### config.mk
export PLATFORM = sky130hd
export DESIGN_NAME = operand_stack
export DESIGN_NICKNAME = d
export VERILOG_FILES = /design/src/rtl/stack_pkg.sv /design/src/rtl/stack_mem.sv /design/src/rtl/operand_stack.sv
export SDC_FILE = /design/constraint.sdc
export NUM_CORES = 1
export LEC_CHECK = 0
export CAP_MARGIN = 20
export CELL_PAD_IN_SITES_DETAIL_PLACEMENT = 1
export CELL_PAD_IN_SITES_GLOBAL_PLACEMENT = 1
export CORE_MARGIN = 2
export CORE_UTILIZATION = 54
export CTS_CLUSTER_DIAMETER = 80
export DETAILED_ROUTE_END_ITERATION = 8
export GPL_TIMING_DRIVEN = 0
export PLACE_DENSITY_LB_ADDON = 0.1
export SLEW_MARGIN = 0
export SYNTH_ARGS = -nofsm -noshare
export SYNTH_HDL_FRONTEND = slang
export SYNTH_SLANG_ARGS = --single-unit
### constraint.sdc
create_clock -name clk -period 4.4 [get_ports clk]
set_input_delay 0.66 -clock clk [delete_from_list [all_inputs] [get_ports clk]]
set_output_delay 0.66 -clock clk [all_outputs]
set_load 0.05 [all_outputs]
### src/rtl/stack_pkg.sv
// -----------------------------------------------------------------------------
// stack_pkg
// Shared definitions for the operand stack and its users (CPU controller,
// testbench): default data width and the operation encoding derived from the
// {push, pop} strobe pair.
// -----------------------------------------------------------------------------
package stack_pkg;

    // Default data word width, matches the CPU value bus.
    localparam int STK_WIDTH_DEF = 8;

    // Operation encoding, bit 1 = push, bit 0 = pop.
    typedef enum logic [1:0] {
        STK_NOP  = 2'b00,
        STK_POP  = 2'b01,
        STK_PUSH = 2'b10,
        STK_REPL = 2'b11
    } stk_op_e;

    // Map the raw controller strobes onto the operation encoding.
    function automatic stk_op_e stk_decode(input logic push, input logic pop);
        return stk_op_e'({push, pop});
    endfunction

endpackage : stack_pkg

### src/rtl/stack_mem.sv
// -----------------------------------------------------------------------------
// stack_mem
// Storage for the stack elements below the top of stack.
// ENTRIES x WIDTH array, synchronous write, asynchronous read.
//
// Ports:
//   clk      - clock, write on rising edge
//   i_we     - write enable
//   i_waddr  - write index
//   i_wdata  - write data
//   i_raddr  - read index (second element / pop refill)
//   o_rdata  - read data, 0 when the index is outside the array
// -----------------------------------------------------------------------------
module stack_mem
    import stack_pkg::*;
#(
    parameter int WIDTH   = STK_WIDTH_DEF,
    parameter int ENTRIES = 15,
    parameter int AW      = (ENTRIES > 1) ? $clog2(ENTRIES) : 1
) (
    input  logic             clk,
    input  logic             i_we,
    input  logic [AW-1:0]    i_waddr,
    input  logic [WIDTH-1:0] i_wdata,
    input  logic [AW-1:0]    i_raddr,
    output logic [WIDTH-1:0] o_rdata
);

    logic [WIDTH-1:0] r_mem [ENTRIES];

    // Synchronous write port; contents need no reset.
    always_ff @(posedge clk) begin
        if (i_we) begin
            r_mem[i_waddr] <= i_wdata;
        end
    end

    // Asynchronous read port, guarded so an unused index never reads X.
    always_comb begin
        o_rdata = {WIDTH{1'b0}};
        if (int'(i_raddr) < ENTRIES) begin
            o_rdata = r_mem[i_raddr];
        end else begin
            o_rdata = {WIDTH{1'b0}};
        end
    end

endmodule : stack_mem

### src/rtl/operand_stack.sv
// -----------------------------------------------------------------------------
// operand_stack
// LIFO operand stack for the stack-machine CPU datapath. The top element is
// held in a register, the remaining DEPTH-1 elements in stack_mem.
//
// Ports:
//   clk             - CPU clock
//   reset           - synchronous active-high reset
//   push / pop      - operation strobes (both = replace top)
//   data_to_push    - word written on push / replace
//   clr_err         - clears the sticky error flags
//   data_from_stack - registered top of stack, 0 when empty
//   data_second     - element below top, 0 when count < 2
//   count           - number of stored elements, 0..DEPTH
//   empty / full    - occupancy status
//   overflow        - sticky: push while full without pop
//   underflow       - sticky: pop while empty
// -----------------------------------------------------------------------------
module operand_stack
    import stack_pkg::*;
#(
    parameter int WIDTH = STK_WIDTH_DEF,
    parameter int DEPTH = 16
) (
    input  logic                        clk,
    input  logic                        reset,
    input  logic                        push,
    input  logic                        pop,
    input  logic [WIDTH-1:0]            data_to_push,
    input  logic                        clr_err,
    output logic [WIDTH-1:0]            data_from_stack,
    output logic [WIDTH-1:0]            data_second,
    output logic [$clog2(DEPTH+1)-1:0]  count,
    output logic                        empty,
    output logic                        full,
    output logic                        overflow,
    output logic                        underflow
);

    localparam int CW      = $clog2(DEPTH + 1);
    localparam int ENTRIES = DEPTH - 1;
    localparam int AW      = (ENTRIES > 1) ? $clog2(ENTRIES) : 1;

    // Registered state
    logic [WIDTH-1:0] r_tos;
    logic [CW-1:0]    r_count;
    logic             r_empty;
    logic             r_full;
    logic             r_ovf;
    logic             r_unf;

    // Next-state and datapath wires
    stk_op_e          w_op;
    logic [WIDTH-1:0] w_tos_nxt;
    logic [CW-1:0]    w_count_nxt;
    logic             w_ovf_set;
    logic             w_unf_set;
    logic             w_we;
    logic [AW-1:0]    w_waddr;
    logic [AW-1:0]    w_raddr;
    logic [WIDTH-1:0] w_mem_rdata;
    logic [WIDTH-1:0] w_second;

    // Lower elements: old top is written at count-1, second element read at
    // count-2. Both indices derive only from the count register.
    assign w_waddr = AW'(r_count - CW'(1));
    assign w_raddr = AW'(r_count - CW'(2));

    stack_mem #(
        .WIDTH   (WIDTH),
        .ENTRIES (ENTRIES),
        .AW      (AW)
    ) u_mem (
        .clk     (clk),
        .i_we    (w_we),
        .i_waddr (w_waddr),
        .i_wdata (r_tos),
        .i_raddr (w_raddr),
        .o_rdata (w_mem_rdata)
    );

    // Second element view; doubles as the refill value for a pop, which is
    // 0 when only one element remains.
    always_comb begin
        w_second = {WIDTH{1'b0}};
        if (r_count >= CW'(2)) begin
            w_second = w_mem_rdata;
        end else begin
            w_second = {WIDTH{1'b0}};
        end
    end

    // Operation decode and next-state computation. Illegal operations are
    // suppressed here so count can never leave 0..DEPTH.
    always_comb begin
        w_op        = stk_decode(push, pop);
        w_tos_nxt   = r_tos;
        w_count_nxt = r_count;
        w_ovf_set   = 1'b0;
        w_unf_set   = 1'b0;
        w_we        = 1'b0;
        case (w_op)
            STK_PUSH: begin
                if (r_full) begin
                    w_ovf_set = 1'b1;
                end else begin
                    // An empty stack has no old top worth storing.
                    w_we        = !r_empty && !reset;
                    w_tos_nxt   = data_to_push;
                    w_count_nxt = r_count + CW'(1);
                end
            end
            STK_POP: begin
                if (r_empty) begin
                    w_unf_set = 1'b1;
                end else begin
                    w_tos_nxt   = w_second;
                    w_count_nxt = r_count - CW'(1);
                end
            end
            STK_REPL: begin
                // On empty the pop half errors but the push half still lands.
                if (r_empty) begin
                    w_unf_set   = 1'b1;
                    w_tos_nxt   = data_to_push;
                    w_count_nxt = CW'(1);
                end else begin
                    w_tos_nxt   = data_to_push;
                end
            end
            default: begin
                w_tos_nxt   = r_tos;
                w_count_nxt = r_count;
            end
        endcase
    end

    // State registers; reset has priority and discards any concurrent op.
    always_ff @(posedge clk) begin
        if (reset) begin
            r_tos   <= {WIDTH{1'b0}};
            r_count <= {CW{1'b0}};
            r_empty <= 1'b1;
            r_full  <= 1'b0;
            r_ovf   <= 1'b0;
            r_unf   <= 1'b0;
        end else begin
            r_tos   <= w_tos_nxt;
            r_count <= w_count_nxt;
            r_empty <= (w_count_nxt == {CW{1'b0}});
            r_full  <= (w_count_nxt == CW'(DEPTH));
            // A new error beats a simultaneous clear.
            r_ovf   <= w_ovf_set | (r_ovf & ~clr_err);
            r_unf   <= w_unf_set | (r_unf & ~clr_err);
        end
    end

    assign data_from_stack = r_tos;
    assign data_second     = w_second;
    assign count           = r_count;
    assign empty           = r_empty;
    assign full            = r_full;
    assign overflow        = r_ovf;
    assign underflow       = r_unf;

endmodule : operand_stack

==> report_table.html <==
<table>
<tr><th>Metric</th><th>Value</th></tr>
<tr><th colspan="2">Power and ir drop</th></tr>
<tr><td>Worst vdd ir</td><td>0.343 mV</td></tr>
<tr><td>Power density over the cells</td><td>about 470 nW/um^2</td></tr>
<tr><td>Power Total</td><td>3.27 mW</td></tr>
<tr><td>Pleak</td><td>2.45 nW</td></tr>
<tr><th colspan="2">Final layout</th></tr>
<tr><td>Leading cell types in the layout, fill and taps excluded</td><td>edfxtp_1, nor2_1, clkdlybuf4s50_1</td></tr>
<tr><td>Core utilization of the finished layout</td><td>0.648</td></tr>
<tr><td>Layout overhead on the synthesized area</td><td>17.0%</td></tr>
<tr><td>Final std cell area, no fill</td><td>7030 um^2</td></tr>
<tr><td>Layout cells sized above 1</td><td>0.182</td></tr>
<tr><td>Commonest non-fill, non-tap cell in the layout</td><td>edfxtp_1</td></tr>
<tr><td>N_diodes</td><td>0</td></tr>
<tr><td>Final standard cell count with taps included and fillers excluded</td><td>roughly 590</td></tr>
<tr><td>Fin nets</td><td>456</td></tr>
<tr><th colspan="2">Timing</th></tr>
<tr><td>Final WS setup</td><td>0.172 ns</td></tr>
<tr><td>Worst slack on hold paths</td><td>roughly 0.38 ns</td></tr>
<tr><td>Count of endpoints failing hold in the final timing report</td><td>0</td></tr>
<tr><td>Period utilisation layout</td><td>0.961</td></tr>
<tr><td>Count of pins over their slew limit</td><td>0</td></tr>
<tr><td>Post-Route Skew</td><td>roughly 0.010 ns</td></tr>
<tr><td>Fmax achieved</td><td>roughly 240 MHz</td></tr>
<tr><td>Final period demand of the worst path</td><td>4.23 ns</td></tr>
<tr><td>Slew of the pin with the lowest slew margin</td><td>about 0.89 ns</td></tr>
<tr><td>Worst relative slew slack</td><td>0.406</td></tr>
<tr><td>Fin Setup TNS</td><td>0 ns</td></tr>
<tr><td>RSZ-0062 raised after global routing</td><td>no</td></tr>
<tr><td>Number of endpoints failing setup at the final stage</td><td>0</td></tr>
<tr><th colspan="2">Yosys</th></tr>
<tr><td>Commonest register cell after synthesis</td><td>edfxtp_1</td></tr>
<tr><td>Number of distinct library cells after synthesis</td><td>56</td></tr>
<tr><td>Yosys warns</td><td>0</td></tr>
<tr><td>FF+latch count, synth</td><td>137</td></tr>
<tr><td>Post-Syn Area</td><td>6000 um^2</td></tr>
<tr><td>Register area share after synthesis</td><td>0.657</td></tr>
<tr><td>Number of cells produced by synthesis</td><td>380</td></tr>
<tr><td>Mean cell area of the mapped netlist</td><td>15.8 um^2</td></tr>
<tr><td>Net count after synthesis</td><td>approximately 400</td></tr>
<tr><td>Fraction of registers with async set/reset</td><td>0</td></tr>
<tr><td>Count of flip-flops with a built-in enable after synthesis</td><td>120</td></tr>
<tr><th colspan="2">Global routing</th></tr>
<tr><td>Pin count of the biggest net entering global routing</td><td>18</td></tr>
<tr><td>Via count of the first global-routing pass</td><td>~3700</td></tr>
<tr><td>Wire length of the first global-routing pass</td><td>22300 um</td></tr>
<tr><td>Global Route Usage Sum</td><td>0.270</td></tr>
<tr><td>Antenna violations before repair</td><td>0</td></tr>
<tr><td>Grt ovf</td><td>0</td></tr>
<tr><th colspan="2">Die</th></tr>
<tr><td>Area enclosed by the die boundary</td><td>approximately 12000 um^2</td></tr>
<tr><td>Initial core utilization</td><td>0.554</td></tr>
<tr><td>Die extent in y</td><td>109 um</td></tr>
<tr><td>Core area</td><td>10800 um^2</td></tr>
<tr><td>X dimension of the die</td><td>109 um</td></tr>
<tr><td>Number of I/O pins</td><td>38</td></tr>
<tr><td>Rows</td><td>38</td></tr>
<tr><th colspan="2">Clock tree</th></tr>
<tr><td>Clock tree from TritonCTS</td><td>built</td></tr>
<tr><td>Post-CTS clock slew at the launch and capture registers of the worst setup and hold paths</td><td>0.06 ns</td></tr>
<tr><td>Worst-skew pair later-pin latency</td><td>0.52 ns</td></tr>
<tr><td>Maximum buffer depth of the clock tree</td><td>2</td></tr>
<tr><td>Htree depth</td><td>4</td></tr>
<tr><td>Post_cts resized</td><td>9</td></tr>
<tr><td>Cell at the root of the clock tree</td><td>clkbuf_8</td></tr>
<tr><td>CTS buffer count</td><td>17</td></tr>
<tr><td>Post-CTS repair timing setup buffer count</td><td>0</td></tr>
<tr><td>CTS sink count</td><td>137</td></tr>
<tr><td>Hold-fix buffers at CTS</td><td>0</td></tr>
<tr><th colspan="2">Routing</th></tr>
<tr><td>WL/cell</td><td>25.2 um</td></tr>
<tr><td>Iteration count of the initial detailed-routing pass</td><td>5</td></tr>
<tr><td>DRC violation count after routing</td><td>0</td></tr>
<tr><td>Overall routed net length</td><td>14700 um</td></tr>
<tr><td>Antenna violation net count after detailed routing</td><td>0</td></tr>
<tr><td>Vias after detailed routing</td><td>3535</td></tr>
<tr><td>Starting DRT DRC Count</td><td>307</td></tr>
<tr><td>Average via count per standard cell</td><td>6.04</td></tr>
<tr><th colspan="2">Hold path</th></tr>
<tr><td>Worst min-delay path class</td><td>primary input to flop</td></tr>
<tr><th colspan="2">Worst setup path</th></tr>
<tr><td>Kind of launch point of the worst setup path</td><td>flop</td></tr>
<tr><td>Endpoint arrival time on the critical path</td><td>3.57 ns</td></tr>
<tr><td>Worst Setup Path Type</td><td>flop to output port</td></tr>
<tr><td>Worst-path maximum fanout</td><td>10</td></tr>
<tr><td>Data required time at the worst endpoint</td><td>3.74 ns</td></tr>
<tr><td>Nature of the critical path endpoint</td><td>output port</td></tr>
<tr><th colspan="2">Placement</th></tr>
<tr><td># placed instances</td><td>555</td></tr>
<tr><td>Placed Instance Area</td><td>6530 um^2</td></tr>
<tr><td>Half-perimeter wire length after detailed placement</td><td>between 9000 and 10000 um</td></tr>
<tr><td>Placement-stage worst setup slack</td><td>around 0.33 ns</td></tr>
<tr><td>Count of input and output buffers</td><td>35</td></tr>
<tr><td>Routability congestion estimate from global placement</td><td>0.875</td></tr>
<tr><th colspan="2">Run status</th></tr>
<tr><td>Result of the run</td><td>complete, no violations</td></tr>
<tr><th colspan="2">Run</th></tr>
<tr><td># Max-Cap Violations</td><td>0</td></tr>
</table>
==> Yosys cell counts (all sizes together) (2+ instances only) <==
cell type / number / area [um^2]
a21o: 3 / 23.8
mux2i: 8 / 80.1
nand3: 3 / 15.0
o22ai: 2 / 12.5
xnor2: 3 / 26.3
nand2b: 6 / 37.5
a21oi: 12 / 60.1
dfxtp: 17 / 340
buf: 13 / 124
xor2: 2 / 17.5
a311oi: 8 / 70.1
nor3: 3 / 15.0
a22o: 16 / 143
inv: 5 / 18.8
nor2: 58 / 220
clkbuf: 7 / 87.6
a21boi: 2 / 15.0
nand2: 21 / 78.8
a211oi: 3 / 52.6
nor2b: 5 / 31.3
o21ai: 9 / 45.0
ha: 9 / 113
a221oi: 2 / 17.5
edfxtp: 120 / 3600
mux4: 24 / 567
==> final timing paths <==
check,from,endpoint,slack [ns],depth (start not counted)
worst max-delay path,count[1]$_SDFF_PP0_,data_second[3],0.17,12
worst min register to register,underflow$_SDFF_PP0_,underflow$_SDFF_PP0_,0.47,2
worst min-delay path,reset,data_from_stack[4]$_SDFFE_PP0P_,0.38,2
worst max register to register,count[1]$_SDFF_PP0_,u_mem.r_mem[13][2]$_DFFE_PP_,1.08,9
==> cells by family (layout without fill, tap and decap cells) <==
| kind of cell | count (synthesis) | in the layout | share of synthesized area |
|---|---|---|---|
| DFF | 137 | 137 | 0.657 |
| adders and majority gates | 9 | 9 | 0.0188 |
| AOI/OAI and AO/OA | 64 | 64 | 0.0831 |
| buffers and inverters | 26 | 91 | 0.0438 |
| muxes | 33 | 33 | 0.110 |
| xor gates and xnor gates | 5 | 5 | 0.00729 |
| and+or+nand+nor | 106 | 106 | 0.0800 |
==> area by class of cell <==
type	instances	area, um^2
clock buffer	20	425
sequential	137	3940
multi-input combinational	217	1810
inverter	5	18.8
buffer	21	244
timing repair buffer	35	328
tap	140	175
clock inverter	10	81.3
fill	976	3810
==> worst max-delay path: stages, from the launching register on <==
cell and delay (ns):
dfxtp_1 0.41, buf_2 0.25, clkbuf_8 0.21, clkbuf_8 0.19, inv_1 0.12, ha_1 0.27
xnor2_2 0.27, nor2b_1 0.18, clkbuf_2 0.23, a22o_1 0.26, nor2_1 0.09, nor2_1 0.16
clkdlybuf4s15_2 0.40
==> sequential cells by signal, indices dropped and copies added (netlist names) <==
signal,count
data_from_stack,8
overflow,1
count,5
full,1
underflow,1
u_mem.r_mem,120
empty,1
==> per-layer routing <==
layer / vias to the layer above / global-route usage / part of all wire
met4: 0 / 0.109 / 0.021
met5: - / 0 / 0
met1: 1786 / 0.364 / 0.43
li1: 1584 / - / -
met3: 22 / 0.0510 / 0.056
met2: 143 / 0.437 / 0.50
==> report_power, final <==
| part | switching [mW] | internal (mW) | total [mW] |
|---|---|---|---|
| logic | 0.325 | 0.199 | 0.524 |
| registers | 0.0532 | 1.45 | 1.50 |
| clock network | 0.509 | 0.734 | 1.24 |
Note: power is estimated with default switching activity, not from simulation.
